### config.mk
export PLATFORM = sky130hd
export DESIGN_NAME = sfifo_wr_arb_flat
export DESIGN_NICKNAME = d
export VERILOG_FILES = /design/src/rtl/sfifo_wr_arb_if.sv /design/src/rtl/sfifo_wr_arb.sv /design/src/flat_wrapper.sv
export SDC_FILE = /design/constraint.sdc
export NUM_CORES = 1
export LEC_CHECK = 0
export CORE_ASPECT_RATIO = 1.25
export CORE_MARGIN = 2
export CORE_UTILIZATION = 44
export CTS_CLUSTER_DIAMETER = 120
export DETAILED_ROUTE_END_ITERATION = 8
export GPL_ROUTABILITY_DRIVEN = 0
export PLACE_DENSITY_LB_ADDON = 0.1
export SLEW_MARGIN = 20
export SYNTH_ARGS = -nofsm -noshare
export SYNTH_HDL_FRONTEND = slang
export SYNTH_SLANG_ARGS = --single-unit
export TNS_END_PERCENT = 10
### constraint.sdc
create_clock -name clk -period 8 [get_ports clk]
set_clock_uncertainty 0.05 [all_clocks]
set_input_delay 1.6 -clock clk [delete_from_list [all_inputs] [get_ports clk]]
set_output_delay 1.6 -clock clk [all_outputs]
set_load 0.02 [all_outputs]
### src/rtl/sfifo_wr_arb_if.sv
`default_nettype none
// +------------------------------------------------------------------+
// | sfifo_wr_arb_if : requester / FIFO-write / credit bundle          |
// | Rev 1.0                                                           |
// +------------------------------------------------------------------+
interface sfifo_wr_arb_if #(
  parameter int NREQ  = 4,
  parameter int WIDTH = 8,
  parameter int DEPTH = 16
);
  logic [NREQ-1:0]         req_valid;
  logic [NREQ*WIDTH-1:0]   req_data;
  logic [NREQ-1:0]         req_ready;
  logic                    fifo_pop;
  logic                    winc;
  logic [WIDTH-1:0]        wdata;
  logic                    grant_vld;
  logic [$clog2(NREQ)-1:0] grant_id;
  logic [$clog2(DEPTH):0]  credits;
  logic                    credit_err;

  modport master (
    output req_valid, req_data, fifo_pop,
    input  req_ready, winc, wdata, grant_vld, grant_id, credits, credit_err
  );

  modport slave (
    input  req_valid, req_data, fifo_pop,
    output req_ready, winc, wdata, grant_vld, grant_id, credits, credit_err
  );
endinterface
`default_nettype wire

### src/rtl/sfifo_wr_arb.sv
`default_nettype none
// +------------------------------------------------------------------+
// | sfifo_wr_arb : round-robin, credit-gated write arbiter for sfifo  |
// | Optional macro SFIFO_ARB_PRIO_EN: requester 0 wins arbitration.   |
// | Rev 1.0                                                           |
// +------------------------------------------------------------------+
module sfifo_wr_arb #(
  parameter int NREQ  = 4,
  parameter int WIDTH = 8,
  parameter int DEPTH = 16,
  parameter int BURST = 4
) (
  input wire            clk,
  input wire            rst_n,
  sfifo_wr_arb_if.slave bus
);
  localparam int c_idw = $clog2(NREQ);
  localparam int c_cw  = $clog2(DEPTH) + 1;
  localparam int c_bw  = $clog2(BURST + 1);
  localparam logic [c_cw-1:0]  c_full      = c_cw'(DEPTH);
  localparam logic [c_bw-1:0]  c_last_beat = c_bw'(BURST - 1);
  localparam logic [c_idw-1:0] c_last_rst  = c_idw'(NREQ - 1);

  typedef enum logic [0:0] {
    ST_IDLE  = 1'b0,
    ST_GRANT = 1'b1
  } state_t;

  state_t           r_state,      w_state_nxt;
  logic [c_idw-1:0] r_grant_id,   w_grant_id_nxt;
  logic [c_idw-1:0] r_last_id,    w_last_id_nxt;
  logic [c_bw-1:0]  r_beat_cnt,   w_beat_cnt_nxt;
  logic [c_cw-1:0]  r_credits,    w_credits_nxt;
  logic             r_credit_err, w_credit_err_nxt;

  logic             w_granted, w_has_credit, w_gnt_valid, w_winc, w_release;
  logic [c_idw-1:0] w_arb_base, w_pick_id, w_idx;
  logic             w_pick_vld;
  logic [WIDTH-1:0] w_slice [NREQ];

  for (genvar gi = 0; gi < NREQ; gi++) begin : g_slice
    assign w_slice[gi] = bus.req_data[gi*WIDTH +: WIDTH];
  end

  assign w_granted    = (r_state == ST_GRANT);
  assign w_has_credit = (r_credits != '0);
  assign w_gnt_valid  = bus.req_valid[r_grant_id];
  assign w_winc       = w_granted & w_has_credit & w_gnt_valid;
  // A credit stall keeps the grant; only a final beat or a dropped valid releases.
  assign w_release    = w_granted & (~w_gnt_valid | (w_winc & (r_beat_cnt == c_last_beat)));
  // On release last_id takes grant_id, so the search starts just past the current owner.
  assign w_arb_base   = w_granted ? r_grant_id : r_last_id;

  always_comb begin
    w_pick_vld = 1'b0;
    w_pick_id  = '0;
    w_idx      = '0;
    // Descending scan: the nearest valid requester after the base is written last.
    for (int k = NREQ; k >= 1; k--) begin
      w_idx = c_idw'((int'(w_arb_base) + k) % NREQ);
      if (bus.req_valid[w_idx]) begin
        w_pick_vld = 1'b1;
        w_pick_id  = w_idx;
      end
    end
`ifdef SFIFO_ARB_PRIO_EN
    if (bus.req_valid[0]) begin
      w_pick_id = '0;
    end
`else
`endif
  end

  always_comb begin
    w_state_nxt    = r_state;
    w_grant_id_nxt = r_grant_id;
    w_last_id_nxt  = r_last_id;
    w_beat_cnt_nxt = r_beat_cnt;
    case (r_state)
      ST_IDLE: begin
        if (w_pick_vld) begin
          w_state_nxt    = ST_GRANT;
          w_grant_id_nxt = w_pick_id;
          w_beat_cnt_nxt = '0;
        end
      end
      ST_GRANT: begin
        if (w_release) begin
          w_last_id_nxt  = r_grant_id;
          w_beat_cnt_nxt = '0;
          if (w_pick_vld) begin
            w_grant_id_nxt = w_pick_id;
          end else begin
            w_state_nxt = ST_IDLE;
          end
        end else if (w_winc) begin
          w_beat_cnt_nxt = r_beat_cnt + c_bw'(1);
        end
      end
      default: w_state_nxt = ST_IDLE;
    endcase
  end

  always_comb begin
    w_credits_nxt    = r_credits;
    w_credit_err_nxt = r_credit_err;
    if (w_winc && !bus.fifo_pop) begin
      w_credits_nxt = r_credits - c_cw'(1);
    end else if (bus.fifo_pop && !w_winc) begin
      if (r_credits == c_full) begin
        w_credit_err_nxt = 1'b1;
      end else begin
        w_credits_nxt = r_credits + c_cw'(1);
      end
    end
  end

  always_ff @(posedge clk or negedge rst_n) begin
    if (!rst_n) begin
      r_state      <= ST_IDLE;
      r_grant_id   <= '0;
      r_last_id    <= c_last_rst;
      r_beat_cnt   <= '0;
      r_credits    <= c_full;
      r_credit_err <= 1'b0;
    end else begin
      r_state      <= w_state_nxt;
      r_grant_id   <= w_grant_id_nxt;
      r_last_id    <= w_last_id_nxt;
      r_beat_cnt   <= w_beat_cnt_nxt;
      r_credits    <= w_credits_nxt;
      r_credit_err <= w_credit_err_nxt;
    end
  end

  assign bus.req_ready  = (w_granted && w_has_credit) ? (NREQ'(1) << r_grant_id) : '0;
  assign bus.winc       = w_winc;
  assign bus.wdata      = w_granted ? w_slice[r_grant_id] : '0;
  assign bus.grant_vld  = w_granted;
  assign bus.grant_id   = r_grant_id;
  assign bus.credits    = r_credits;
  assign bus.credit_err = r_credit_err;
endmodule
`default_nettype wire

### src/flat_wrapper.sv
// flat-port wrapper written by rule: the top's interface ports become plain ports
module sfifo_wr_arb_flat 
#(
  parameter int NREQ  = 4,
  parameter int WIDTH = 8,
  parameter int DEPTH = 16,
  parameter int BURST = 4
)
  (clk, rst_n, bus_req_valid, bus_req_data, bus_fifo_pop, bus_req_ready, bus_winc, bus_wdata, bus_grant_vld, bus_grant_id, bus_credits, bus_credit_err);
  sfifo_wr_arb_if #(.NREQ(NREQ), .WIDTH(WIDTH), .DEPTH(DEPTH)) bus_i ();
  input wire clk;
  input wire rst_n;
  input wire logic [$bits(bus_i.req_valid)-1:0] bus_req_valid;
  input wire logic [$bits(bus_i.req_data)-1:0] bus_req_data;
  input wire logic [$bits(bus_i.fifo_pop)-1:0] bus_fifo_pop;
  output wire logic [$bits(bus_i.req_ready)-1:0] bus_req_ready;
  output wire logic [$bits(bus_i.winc)-1:0] bus_winc;
  output wire logic [$bits(bus_i.wdata)-1:0] bus_wdata;
  output wire logic [$bits(bus_i.grant_vld)-1:0] bus_grant_vld;
  output wire logic [$bits(bus_i.grant_id)-1:0] bus_grant_id;
  output wire logic [$bits(bus_i.credits)-1:0] bus_credits;
  output wire logic [$bits(bus_i.credit_err)-1:0] bus_credit_err;
  assign bus_i.req_valid = bus_req_valid;
  assign bus_i.req_data = bus_req_data;
  assign bus_i.fifo_pop = bus_fifo_pop;
  assign bus_req_ready = bus_i.req_ready;
  assign bus_winc = bus_i.winc;
  assign bus_wdata = bus_i.wdata;
  assign bus_grant_vld = bus_i.grant_vld;
  assign bus_grant_id = bus_i.grant_id;
  assign bus_credits = bus_i.credits;
  assign bus_credit_err = bus_i.credit_err;
  sfifo_wr_arb #(.NREQ(NREQ), .WIDTH(WIDTH), .DEPTH(DEPTH), .BURST(BURST)) u_core (.clk(clk), .rst_n(rst_n), .bus(bus_i));
endmodule
## After elaboration in Yosys (flattened, before gate mapping)

Index checks and enable logic that the tools add are counted.

- Register bits after elaboration: 14
- Output and inout bits: 22
- Logic and storage cells: 83

- Add/sub/neg operators: 7
- $lt $le $gt $ge: 6
- Eq/ne operators: 6
- Shifts and indexed selects: 1
- Mux-type cells: 37
- Bitwise operators: 9
- Reduce and logical (&&, ||, !) cells: 11

Operators with widths:

| kind | count |
|---|---|
| $mux W8 | 3 |
| $bmux W8 S2 | 1 |
| $lt A2 B3 Y1 const B | 5 |
| $mux W5 | 3 |
| $mux W2 | 7 |
| $mux W1 | 11 |
| $bmux W1 S2 | 5 |
| $mux W3 | 3 |
| $pmux W3 S2 | 1 |
| $reduce_and A2 Y1 | 3 |
| $add A5 B1 Y5 const B | 1 |
| $eq A5 B5 Y1 const B | 1 |
| $reduce_bool A5 Y1 | 1 |
| $sub A5 B1 Y5 const B | 1 |
| $add A2 B1 Y2 const B | 2 |
| $add A2 B2 Y2 const B | 2 |
| $and A1 B1 Y1 | 4 |
| $mux W4 | 1 |
| $ne A2 B1 Y1 const B | 2 |
| $pmux W2 S2 | 1 |
| $shl A1 B2 Y4 const A | 1 |
| $add A3 B1 Y3 const B | 1 |
| $eq A3 B2 Y1 const B | 1 |
| $ge A3 B3 Y1 const B | 1 |
| 10 further kinds | 15 |

## Depth between registers and ports, before layout

- Depth in word-level cells: 11
- Depth in mapped cells: 14

## Least setup slack after synthesis

No wires, ideal clock.

- Path kind: input to register
- Start point: in bus_req_valid[3]
- End point: reg u_core.r_credits[4] (netlist: u_core.bus.credits[4])
- Library setup time: 80 ps
- Data arrival time: 3983 ps
- Data required time: 7870 ps
- Path slack: 3887 ps
- Stages on the path: 12
- Cell sequence: mux4_2 nand2_1 inv_1 ha_1 buf_2 xor2_1 ha_1 o21a_1 o21ai_0 o21bai_1 mux2i_1 o221a_2

- Longest elaborated chain between the ends: 7
- Elaborated cells on any way between the ends: 10
- Those cells by class: eq/ne: 1; mux: 3; bitwise: 1; reduce/logical: 5

Ends and longest elaborated chain:

| element | line | RTL |
|---|---|---|
| start, declared | flat_wrapper.sv:13 | `input wire logic [$bits(bus_i.req_valid)-1:0] bus_req_valid;` |
| $bmux W1 S2 * | sfifo_wr_arb.sv:47 | `assign w_gnt_valid = bus.req_valid[r_grant_id];` |
| $mux W1 (not written as such) * | sfifo_wr_arb.sv:47 |  |
| $and A1 B1 Y1 * | sfifo_wr_arb.sv:48 | `assign w_winc = w_granted & w_has_credit & w_gnt_valid;` |
| via bus_winc | flat_wrapper.sv:17 | `output wire logic [$bits(bus_i.winc)-1:0] bus_winc;` |
| $logic_not A1 Y1 | sfifo_wr_arb.sv:109 | `end else if (bus.fifo_pop && !w_winc) begin` |
| $logic_and A1 B1 Y1 | sfifo_wr_arb.sv:109 |  |
| $reduce_bool A2 Y1 (no line) | - |  |
| $reduce_and A2 Y1 (no line) | - |  |
| end signal, assigned | sfifo_wr_arb.sv:124 | `r_credits <= c_full;` |
| end signal, assigned | sfifo_wr_arb.sv:131 | `r_credits <= w_credits_nxt;` |
| end, declared | sfifo_wr_arb.sv:33 | `logic [c_cw-1:0] r_credits, w_credits_nxt;` |

The timed path passes the listed nets; every way through them passes the cells marked *. The select of a mux whose other input is x is not followed.
A chain may end at the register's enable or synchronous reset.

## Worst setup path after layout

- Start point: in bus_req_valid[3]
- End point: out bus_winc

- Longest elaborated chain between the ends: 3

Ends and longest elaborated chain:

| element | line |
|---|---|
| $bmux W1 S2 | sfifo_wr_arb.sv:47 |
| $mux W1 (not written as such) | sfifo_wr_arb.sv:47 |
| $and A1 B1 Y1 | sfifo_wr_arb.sv:48 |
| end, declared | flat_wrapper.sv:17 |

No other way between the ends. The select of a mux whose other input is x is not followed.

==> metrics <==
top_reg_cell synth dfrtp_1; CTS tree yes; worst slew pin tran 762 ps; DP Worst Slack 2940 ps; DIE AREA roughly 3300 um2; Post-synth top cells nand2_1 (13), dfrtp_1 (11), mux4_2 (9); Max VDD drop approximately 0.00029 V; PortBufs 60; 1st-pass router iterations 4; num rows 21; power per standard cell area around 370 nW/um2; Post-Synth Simple-Gate Area 18.1%; ant diodes 0; Hold Startpoint u_core.bus.credit_err; Worst Hold Endpoint u_core.bus.credit_err; largest family of logic cells by synthesized area multiplexers; Congestion Overflow GR 0; routed vias 1164; # resized after CTS 0; WP data arrival around 3400 ps; post-route cell area 1870 um2; max frequency 0.197 GHz; count leader, synth nand2_1; slew margin rel. around half; CTS Hold Bufs 0; Synth cell types 41; syn avg cell area 10.0 um2; fillers 217; global-route wire length before repair approximately 5300 um; reg2reg start u_core.bus.grant_id[0]; Die Height around 64 um; #FFs+latches synth 14; synth top area cells dfrtp_1 (22%), mux4_2 (16%), ha_1 (7.0%); Max Slew Vio Count 0; post-synth net total 171; crit-path cells clkdlybuf4s50_1 > mux4_2 > nand2_1 > inv_1 > clkdlybuf4s50_1; CTS Buf Count 3; Finish-stage setup viols 0; CP Depth 5; antenna violations before repair 0; CP delay by family, top buffers and inverters; status completed; Crit path top cell by count clkdlybuf4s50_1; worst reg2reg endpoint u_core.bus.credits[4]; clk buf depth 2; multi-input logic area 826 um2; Post-Synthesis Cells between 100 and 150; total wire length between 3000 and 4000 um; Final WS setup about 2900 ps; drt drc 0; Post-DRT Antenna Nets 0; Lkg Pwr 0.000778 uW; Nets 227; number of synthesized flops with an enable pin 0; vias per inst 5.44; Finished Layout Cells 214; setup slack, reg-to-reg 4330 ps; pin count of the biggest net entering global routing 19; mux share of post-synthesis cell area 23.3%; vias in the first global route 1168; fin crit period 5070 ps; crit start category primary input; WP buf/inv 3; 1st-iter DRT viols 32; compound-gate portion of the synthesized area 13.2%; Max H-tree Level 1; Setup TNS Final 0 ps; Area Overhead vs Synth 49.2%; crit-path max FO 4; fraction of registers with async set/reset 100%; Reg area 354 um2; num ports 61; post-synthesis adder-cell area fraction 6.98%; Worst Setup Path Type in2out; final total power 697 uW; All-Layer GR Usage 21.0%; share of the synthesized area in the top cell type a little over a fifth; Reg2Reg Depth 11; WHS Path Cells 1; CTS Sinks 14; post-synthesis xor/xnor area fraction 4.19%; CORE AREA 2710 um2; Area after DPL roughly 1800 um2; Yosys warnings 0; max incr delay on CP 550 ps; root buffer cell clkbuf_4; CTS clk-pin slew, worst paths around 100 ps; Worst Setup End Kind output port; max-capacitance violation count 0; largest area contributor in the netlist dfrtp_1; CP max-delay cell mux4_2; post-synthesis cell area 1250 um2; Initial Util ~46%; fin crit share 63.3%; Skew-Pair Late Insertion Delay just under 300 ps; placed cells 210; final hold viol count 0; die width 51.8 um; unrepaired setup endpoints after global routing false; Hold Crit Class reg2reg; Critical Path RT 6350 ps; sequential fraction of the synthesis area 28.2%; WL/cell 15.3 um; fraction of layout cells with a size suffix above 1 14.4%; DPL Wire Length 2600 um; post-CTS setup buffer count 0
## registers in the layout, summed over array words and instances (netlist names)
name                   cells
u_core.r_last_id           2
u_core.bus.credit_err      1
u_core.bus.grant_id        2
u_core.bus.grant_vld       1
u_core.r_beat_cnt          3
u_core.bus.credits         5
## cell usage in the layout, fill, tap and decap left out, types with 3 or more instances in the layout
master            n
dfstp_2           3
xnor2_1           3
xor2_1            3
a21o_1            3
ha_1              7
mux4_2            9
mux2i_1           3
a21oi_1           7
o21ai_0           4
clkbuf_4          3
dfrtp_1          11
clkdlybuf4s50_1  60
nor2_1            6
nor3_1            4
inv_1             6
nand2_1          13
and2_1            8
## final cells by class
cell class | count | area share [%]
Multi-Input combinational cell | 96 | 44.1
Timing Repair Buffer | 60 | 32.1
Sequential cell | 14 | 18.9
Tap cell | 34 | 2.27
Clock buffer | 4 | 1.40
Inverter | 6 | 1.20
## logic make-up (layout without fill, tap and decap cells)
kind of cell,after synthesis,count (layout)
and+or+nand+nor,42,42
AOI/OAI and AO/OA,24,24
muxes,17,17
buffers and inverters,15,70
DFF,14,14
adders and majority gates,7,7
xor gates and xnor gates,6,6
## where the power goes
part	switching (uW)	internal, uW
Combinational	213	265
Sequential	66.5	109
Clock	24.4	19.4
## metal layers
metal | share of wire (%) | global-route usage, % | vias up
met2 | 50 | 38.5 | 54
li1 | - | - | 562
met5 | 0 | 0 | -
met4 | 1.2 | 7.24 | 0
met3 | 9.6 | 4.98 | 6
met1 | 39 | 22.8 | 542
## worst max path at each step
stage                      from                    end  slack, ps
5_1_grt        bus_req_valid[3]               bus_winc       2880
3_3_place_gp   bus_req_valid[3]               bus_winc       2960
4_1_cts        bus_req_valid[3]               bus_winc       2930
3_5_place_dp   bus_req_valid[3]               bus_winc       2940
2_1_floorplan  bus_req_valid[3]  u_core.bus.credits[4]       3890
6_report       bus_req_valid[3]               bus_winc       2930
## through the flow
stage          hold slack [ps]  utilization (%)
6_report                   420             69.2
5_1_grt                    439             69.2
4_1_cts                    423             69.2
2_1_floorplan              400                -
3_3_place_gp               397             68.2
3_5_place_dp               397             68.2
No activity file was read; power rests on OpenSTA's default activity.
